--- src/rtl/dram_pkg.sv ---
// dram_pkg: shared DRAM widths, burst geometry and readout FSM states.
package dram_pkg;
  localparam int DRAM_ADDR_W = 25;
  localparam int DRAM_DATA_W = 256;
  localparam int DRAM_BURST_W = 5;
  localparam int DRAM_BURST_LEN = 16;
  localparam int DRAM_BURST_LOG2 = $clog2(DRAM_BURST_LEN);
  typedef enum logic [1:0] {IDLE, ISSUE, DRAIN, DONE} rd_state_t;
endpackage

--- src/rtl/dram_ring_addr_step.sv ---
// dram_ring_addr_step: advances a word address by one burst, wrapping inside the capture ring.
module dram_ring_addr_step #(
  parameter int ADDR_W = 25,
  parameter int BURST_LEN = 16,
  parameter int RING_BASE = 0,
  parameter int RING_WORDS = 1 << 24
) (
  input  logic [ADDR_W-1:0] addr,
  output logic [ADDR_W-1:0] next_addr
);
  localparam logic [ADDR_W:0] RING_END = (ADDR_W+1)'(RING_BASE + RING_WORDS);
  localparam logic [ADDR_W:0] RING_SIZE = (ADDR_W+1)'(RING_WORDS);
  logic [ADDR_W:0] sum;
  always_comb begin
    sum = {1'b0, addr} + (ADDR_W+1)'(BURST_LEN);
    next_addr = ADDR_W'(sum >= RING_END ? sum - RING_SIZE : sum);
  end
endmodule

--- src/rtl/dram_readout_scheduler.sv ---
// dram_readout_scheduler: credit-limited burst readout of a triggered window from the DRAM capture ring.
module dram_readout_scheduler
  import dram_pkg::*;
#(
  parameter int ADDR_W = DRAM_ADDR_W,
  parameter int DATA_W = DRAM_DATA_W,
  parameter int BURST_LEN = DRAM_BURST_LEN,
  parameter int RING_BASE = 0,
  parameter int RING_WORDS = 1 << 24,
  parameter int MAX_OUTSTANDING = 4,
  parameter int FIFO_DEPTH = 512,
  parameter int USEDW_W = 10
) (
  input  logic                    clk,
  input  logic                    rst_n,
  input  logic                    start,
  input  logic [ADDR_W-1:0]       start_addr,
  input  logic [15:0]             num_bursts,
  output logic                    busy,
  output logic                    done,
  output logic                    err_unexpected,
  input  logic                    dram_wait_request,
  output logic                    dram_read,
  output logic [ADDR_W-1:0]       dram_read_addr,
  output logic [DRAM_BURST_W-1:0] dram_burst_count,
  input  logic [DATA_W-1:0]       dram_read_data,
  input  logic                    dram_read_data_valid,
  input  logic [USEDW_W-1:0]      fifo_usedw,
  output logic                    out_valid,
  output logic [DATA_W-1:0]       out_data
);
  localparam int BL_LOG2 = $clog2(BURST_LEN);
  localparam int WR_W = 16 + BL_LOG2;
  localparam int OB_W = $clog2(MAX_OUTSTANDING + 1);
  localparam int CR_W = USEDW_W + 2;
  rd_state_t state, state_nxt;
  logic [ADDR_W-1:0] cur_addr, step_addr;
  logic [15:0] remaining, nb;
  logic [WR_W-1:0] words_received, wr_inc;
  logic [OB_W-1:0] outstanding_bursts;
  logic [CR_W-1:0] outstanding_words, credit_sum;
  logic pend, accept, ret, stray, can_issue, burst_end, last_word;
  dram_ring_addr_step #(
    .ADDR_W(ADDR_W),
    .BURST_LEN(BURST_LEN),
    .RING_BASE(RING_BASE),
    .RING_WORDS(RING_WORDS)
  ) u_step (
    .addr(cur_addr),
    .next_addr(step_addr)
  );
  assign busy = state == ISSUE || state == DRAIN;
  assign done = state == DONE;
  assign dram_read_addr = cur_addr;
  assign dram_burst_count = DRAM_BURST_W'(BURST_LEN);
  // A stalled request (pend) is held regardless of credit so the Avalon request never retracts.
  always_comb begin
    credit_sum = CR_W'(fifo_usedw) + outstanding_words + CR_W'(BURST_LEN);
    can_issue = remaining != '0 && outstanding_bursts < OB_W'(MAX_OUTSTANDING) && credit_sum <= CR_W'(FIFO_DEPTH);
    dram_read = state == ISSUE && (pend || can_issue);
    accept = dram_read && !dram_wait_request;
    ret = busy && dram_read_data_valid && outstanding_words != '0;
    stray = busy && dram_read_data_valid && outstanding_words == '0;
    wr_inc = words_received + 1'b1;
    burst_end = (wr_inc & WR_W'(BURST_LEN - 1)) == '0;
    last_word = ret && wr_inc == (WR_W'(nb) << BL_LOG2);
    state_nxt = state == IDLE  ? (start ? (num_bursts == '0 ? DONE : ISSUE) : IDLE)
              : state == ISSUE ? (accept && remaining == 16'd1 ? DRAIN : ISSUE)
              : state == DRAIN ? (last_word ? DONE : DRAIN)
              : IDLE;
  end
  always_ff @(posedge clk) begin
    if (!rst_n) begin
      state <= IDLE;
      cur_addr <= '0;
      remaining <= '0;
      nb <= '0;
      words_received <= '0;
      outstanding_bursts <= '0;
      outstanding_words <= '0;
      pend <= 1'b0;
      err_unexpected <= 1'b0;
      out_valid <= 1'b0;
      out_data <= '0;
    end else begin
      state <= state_nxt;
      pend <= dram_read && dram_wait_request;
      out_valid <= ret;
      if (ret) out_data <= dram_read_data;
      if (state == IDLE && start) begin
        cur_addr <= start_addr & ~ADDR_W'(BURST_LEN - 1);
        remaining <= num_bursts;
        nb <= num_bursts;
        words_received <= '0;
        outstanding_bursts <= '0;
        outstanding_words <= '0;
        err_unexpected <= 1'b0;
      end else begin
        if (accept) cur_addr <= step_addr;
        if (accept) remaining <= remaining - 1'b1;
        if (ret) words_received <= wr_inc;
        outstanding_bursts <= outstanding_bursts + OB_W'(accept) - OB_W'(ret && burst_end);
        outstanding_words <= outstanding_words + (accept ? CR_W'(BURST_LEN) : '0) - CR_W'(ret);
        if (stray) err_unexpected <= 1'b1;
      end
    end
  end
endmodule

--- config.mk ---
export PLATFORM = sky130hd
export DESIGN_NAME = dram_readout_scheduler
export DESIGN_NICKNAME = d
export VERILOG_FILES = /design/src/rtl/dram_pkg.sv /design/src/rtl/dram_ring_addr_step.sv /design/src/rtl/dram_readout_scheduler.sv
export SDC_FILE = /design/constraint.sdc
export NUM_CORES = 1
export LEC_CHECK = 0
export BUFFER_PORTS_ARGS = -buffer_cell sky130_fd_sc_hd__buf_2
export CAP_MARGIN = 20
export CORE_AREA = 2 2 238 240
export CTS_CLUSTER_DIAMETER = 150
export CTS_CLUSTER_SIZE = 20
export DETAILED_ROUTE_END_ITERATION = 10
export DIE_AREA = 0 0 240 242
export GPL_TIMING_DRIVEN = 0
export HOLD_SLACK_MARGIN = 0.08
export PLACE_DENSITY = 0.48
export SYNTH_ARGS = -nofsm -noshare
export SYNTH_HDL_FRONTEND = slang
export SYNTH_SLANG_ARGS = --single-unit
--- constraint.sdc ---
create_clock -name clk -period 15.5 [get_ports clk]
set_clock_uncertainty 0.15 [all_clocks]
set_input_delay 1.55 -clock clk [delete_from_list [all_inputs] [get_ports clk]]
set_output_delay 1.55 -clock clk [all_outputs]
set_load 0.005 [all_outputs]
== Word-level counts from Yosys, hierarchy flattened ==
Index checks and enable logic that the tools add are counted.

* Memory bits (read-only): 0
* Input port bits: 312
* Memories kept: 0
* Bits in registers: 353
* Memory bits (writable): 0
* Bits in latches: 0
* Output and inout bits: 291
* Word-level logic and storage cells: 67

* Order comparisons: 3
* Multiply operators: 0
* Bitwise operators: 1
* Shift-type cells: 0
* Divide/modulo/power cells: 0
* Muxes and demuxes: 13
* Reduce and logical (&&, ||, !) cells: 23
* Eq/ne operators: 5
* Add/subtract/negate cells: 10

{| class="wikitable"
|+ Operators with widths
! kind !! count
|-
| $mux W25 || 3
|-
| $mux W16 || 2
|-
| $add A25 B5 Y26 const B || 1
|-
| $ge A26 B25 Y1 const B || 1
|-
| $sub A25 B25 Y25 const B || 1
|-
| $add A20 B1 Y20 const B || 1
|-
| $eq A20 B20 Y1 || 1
|-
| $logic_not A20 Y1 || 1
|-
| $eq A16 B1 Y1 const B || 1
|-
| $logic_not A16 Y1 || 1
|-
| $reduce_bool A16 Y1 || 1
|-
| $sub A16 B1 Y16 const B || 1
|-
| $add A10 B12 Y12 || 1
|-
| $add A12 B5 Y12 || 1
|-
| $add A12 B5 Y12 const B || 1
|-
| $le A12 B10 Y1 const B || 1
|-
| $logic_and A1 B1 Y1 || 12
|-
| $logic_not A12 Y1 || 1
|-
| $mux W2 || 6
|-
| $reduce_bool A12 Y1 || 1
|-
| $sub A12 B1 Y12 || 1
|-
| $mux W5 || 1
|-
| $eq A2 B2 Y1 const B || 2
|-
| $add A3 B1 Y3 || 1
|-
| other kinds (10) || 11
|}

== Depth between registers and ports, before layout ==
* Depth in word-level cells: 11
* Gate-level depth with buffers: 23

== Cells and area by module ==
Synthesis repeated with hierarchy kept, for this count alone.

* Cells, all modules: 1882
* Area total of the unflattened synthesis: 14914.3 sq um

{| class="wikitable"
|+ Modules (own cells, without submodules)
! module !! cells an instance !! area an instance (sq um) !! instances !! seq. area each (sq um)
|-
| dram_readout_scheduler || 1823 || 14491.4 || 1 || 7066.8
|-
| dram_ring_addr_step || 59 || 422.9 || 1 || 0.0
|}

== Worst setup path before layout ==
Ideal clock, no wire load.

* Kind: input to register
* Start: in fifo_usedw[5]
* End: reg outstanding_words[11]
* Path buffers: 1
* Arrival: 5.834 ns
* Path slack: 9.388 ns
* Stages: 21
* Path through: ha_1 -> ha_1 -> and2_1 -> a221oi_2 -> a21oi_1 -> or3_1 -> a2111o_1 -> a211oi_2 -> buf_2 -> inv_1 -> ha_1 -> inv_1 -> ha_1 -> o21ai_0 -> nand2b_1 -> a21o_1 -> nand2_1 -> a221o_1 -> o21ai_0 -> xor2_1 -> nor2_1

* Cells in the longest elaborated chain, start to end: 10

{| class="wikitable"
|+ RTL lines
! element !! line !! RTL
|-
| start: declaration || dram_readout_scheduler.sv:28 || <nowiki>input logic [USEDW_W-1:0] fifo_usedw,</nowiki>
|-
| $add A10 B12 Y12 || dram_readout_scheduler.sv:58 || <nowiki>credit_sum = CR_W'(fifo_usedw) + outstanding_words + CR_W'(BURST_LEN);</nowiki>
|-
| $add A12 B5 Y12 || dram_readout_scheduler.sv:58 ||
|-
| $le A12 B10 Y1 || dram_readout_scheduler.sv:59 || <nowiki>can_issue = remaining != '0 && outstanding_bursts < OB_W'(MAX_OUTSTANDING) && credit_sum <= CR_W'(FIFO_DEPTH);</nowiki>
|-
| $logic_and A1 B1 Y1 || dram_readout_scheduler.sv:59 ||
|-
| $logic_or A1 B1 Y1 || dram_readout_scheduler.sv:60 || <nowiki>dram_read = state == ISSUE && (pend || can_issue);</nowiki>
|-
| $logic_and A1 B1 Y1 || dram_readout_scheduler.sv:60 ||
|-
| $logic_and A1 B1 Y1 || dram_readout_scheduler.sv:61 || <nowiki>accept = dram_read && !dram_wait_request;</nowiki>
|-
| $mux W5 || dram_readout_scheduler.sv:103 || <nowiki>outstanding_words <= outstanding_words + (accept ? CR_W'(BURST_LEN) : '0) - CR_W'(ret);</nowiki>
|-
| $add A12 B5 Y12 || dram_readout_scheduler.sv:103 ||
|-
| $sub A12 B1 Y12 || dram_readout_scheduler.sv:103 ||
|-
| end signal: assignment || dram_readout_scheduler.sv:103 ||
|-
| end: declaration || dram_readout_scheduler.sv:41 || <nowiki>logic [CR_W-1:0] outstanding_words, credit_sum;</nowiki>
|}

No other way between the ends.
A chain may end at the register's enable or synchronous reset.

== Worst setup path after layout ==
Same ends and word-level chain as after synthesis.

==> flow_summary_export.csv <==
group,metric,value,unit
clocking,clockRootBuffer,"clkbuf_16",
yosys,netlist.area_leader.share,0.482,
yosys,synth_cell_types,58,
grt,grt_overflow,0,
clocking,cts.sinks,349,
clocking,insertion_delay,0.55,ns
yosys,synth-xor-area-share,0.0502,
floorplan,start_util,0.260,
setup_path,slowest_stage,"a211oi_2",
yosys,yosysTopAreaCell,"dfxtp_1",
yosys,synth_cells,1841,
clocking,htree_levels,1,
yosys,synth_flop_cell,"dfxtp_1",
power_and_ir_drop,power_per_cell_area,110,nW/um^2
clocking,post-cts-setup-buffers,0,
placement,place.gp.congestion,0.938,
sta,min_period,6.43,ns
yosys,yosys-mux-area-fraction,0.00276,
floorplan,die_h,242,um
floorplan,io_pins,603,
setup_path,path_common_cell,"ha_1",
grt,grt_start_max_net_pins,21,
power_and_ir_drop,leakagePower,8.23,nW
setup_path,regToRegSetupSlack,9.80,ns
clocking,cts_made_buffers,21,
drt,vias,14700,
worst_hold_path,hp-class,"flip-flop to flip-flop",
layout,final_nets,2822,
yosys,synth_edf_count,0,
sta,slew_headroom,0.299,
yosys,ys_ff_latch,349,
grt,grt_usage,0.194,
layout,layout-drive-gt1-share,0.256,
setup_path,slowest_delay,0.57,ns
setup_path,worstPathArrival,6.70,ns
setup_path,ff2ff_path_depth,23,
floorplan,die-area,58100,um^2
clocking,max-clock-path-buffers,3,
yosys,synth_compound_area_frac,0.147,
clocking,cts_tree,"built",
placement,post-dp-hpwl,46800,um
yosys,yosys.area_share.simple,0.226,
yosys,syn_avg_cell_area,7.87,um^2
grt,grt_pass1_vias,14400,
setup_path,crit_path_start,"fifo_usedw[5]",
yosys,synth_fa_ha_area_frac,0.0463,
setup_path,path_cells,"buf_2 -> ha_1 -> ha_1 -> and2_1 -> a221oi_2 -> a21oi_1 -> or3_1 -> a2111o_1 -> a211oi_2 -> buf_2 -> inv_1 -> ha_1 -> inv_1 -> ha_1 -> o21ai_0 -> nand2b_1 -> a21o_1 -> nand2_1 -> a221o_1 -> o21ai_0 -> xor2_1 -> nor2_1",
sta,hold_violations,0,
clocking,hold_buffers,0,
sta,worst_slack,9.07,ns
drt,drt.antenna.violating_nets,0,
yosys,yosysWarnings,0,
placement,dp.cells,3192,
layout,layout.cells.most_common,"nand2_1",
sta,fin_crit_sh,0.415,
setup_path,crit_type,"primary input to flip-flop",
drt,finalWirelength,58600,um
setup_path,endpoint,"outstanding_words[11]",
layout,final_cell_area,19000,um^2
clocking,cts_resized,0,
setup_path,reg2reg_to,"outstanding_words[11]",
floorplan,coreArea,55700,um^2
drt,drtIter0Drc,634,
floorplan,rows,87,
yosys,syn_area,14500,um^2
placement,io_buffers,588,
placement,place_ws,8.49,ns
yosys,ys_seq_area_frac,0.482,
status,outcome,"finished clean",
yosys,ys_async_sr_fraction,0,
grt,grt_pass1_wl,87000,um
yosys,synth_area_leaders,"dfxtp_1 48%, nand2_1 16%, a21oi_1 11%",
floorplan,die_w,240,um
drt,first_pass_iters,4,
sta,tns,0,ns
drt,drc_errors,0,
clocking,clkSlewWorstSetupHoldPaths,0.10,ns
setup_path,critical_path.startpoint_type,"primary input",
layout,utilization,0.341,
power_and_ir_drop,vdd_drop_max,0.0000710,V
layout,layout_common_cells,"600 x nand2_1, 591 x buf_2, 349 x dfxtp_1",
layout,finalNonFillerCells,3224,
worst_hold_path,whs_path_depth,2,
run,drv_cap,0,
setup_path,crit_fanout,10,
yosys,synth_top_family_by_area,"simple AND/OR/NAND/NOR gates",
sta,maxSlewViolCount,0,
placement,placed_cell_area,18400,um^2
grt,antenna_found_initial,17,
sta,rsz0062_at_grt,"false",
sta,tightestPinTransition,1.04,ns
drt,wl_per_cell,18.2,um
layout,area_delta_synth_final,31.0,%
setup_path,cp.required,15.77,ns
sta,finalSetupViolCount,0,
setup_path,cp-end-kind,"flip-flop",
setup_path,reg2reg_from,"outstanding_words[4]",
sta,max_clock_freq,156,MHz
drt,viasPerCell,4.55,
==> critical path: cells and delay by family <==
| family | cells | cell delay, ns |
|---|---|---|
| AND/OR/NAND/NOR | 5 | 0.77 |
| buffers and inverters | 4 | 0.65 |
| AO/OA/AOI/OAI | 8 | 2.30 |
| adder cells (fa/ha/maj) | 4 | 1.26 |
| XOR/XNOR | 1 | 0.17 |
==> cell usage after synthesis, types with 2 or more instances <==
cell type  instances
ha_1              48
a221oi_1           2
and4_1             2
nor2_1            51
nand4_1           14
clkbuf_1         104
o21ai_0           34
buf_2              3
nand3b_1           4
dfxtp_1          349
a41oi_1            2
buf_1              9
nor2b_1            5
a32oi_1            3
buf_4              9
nor3_1            11
nand2b_1           5
inv_1             35
a21oi_1          315
nor3b_1            3
o21ai_1           15
or3_1              9
conb_1             2
nand3_1           35
fa_1               3
mux2i_1            4
nand4b_1           3
a211oi_1           3
a31oi_1            4
or2_2              2
and2_1             7
nor4b_1            3
nor4_1             7
nand2_1          600
and3_1            19
o22ai_1            2
a21o_1             5
o21bai_1           4
or4_1              4
o211ai_1           2
xor2_1            53
o211a_1            2
xnor2_1           30
==> metal layers <==
metal	wire, um	GRT usage	vias to the layer above
met1	24600	0.234	6941
met3	3640	0.0467	54
met4	946	0.0318	12
li1	-	-	7283
met5	65	0	-
met2	29300	0.349	384
==> per-stage QoR <==
stage	power (mW)	hold slack (ns)
finish	2.10	0.304
detailed placement	1.55	0.293
floorplan	1.34	0.298
CTS	2.13	0.305
global route	2.23	0.320
global placement	1.54	0.290
==> flip-flops by register name (all words and copies together) (netlist names) <==
register            flops
dram_read_addr         21
err_unexpected          1
nb                     16
out_data              256
out_valid               1
outstanding_bursts      3
outstanding_words      12
pend                    1
remaining              16
state                   2
words_received         20
==> cells by family after synthesis <==
group | after synthesis
other cells | 2
buf+inv | 162
mux | 4
simple gates | 787
fa+ha+maj | 52
flops | 349
compound gates | 402
xor+xnor | 83
==> layout make-up <==
class / instances / area (um^2)
antenna: 9 / 22.5
buffer: 125 / 507
clock buffer: 21 / 526
clock inverter: 2 / 25.0
fill: 6173 / 36800
inverter: 37 / 139
multi-input combinational: 1337 / 6890
sequential: 349 / 6990
tap: 756 / 946
timing repair buffer: 588 / 2940
==> power by group <==
group | switching [mW] | internal, mW
clock | 0.328 | 0.246
sequential | 0.0410 | 0.960
combinational | 0.308 | 0.213
==> worst min path at each step <==
stage                        startpoint       endpoint  slack, ns
after floorplan                   nb[0]          nb[0]       0.30
after global placement     out_data[77]   out_data[77]       0.29
after detailed placement   out_data[92]   out_data[92]       0.29
after CTS                 out_data[150]  out_data[150]       0.31
after global routing      out_data[172]  out_data[172]       0.32
final                      out_data[72]   out_data[72]       0.30
(Power assumes the default switching activity.)
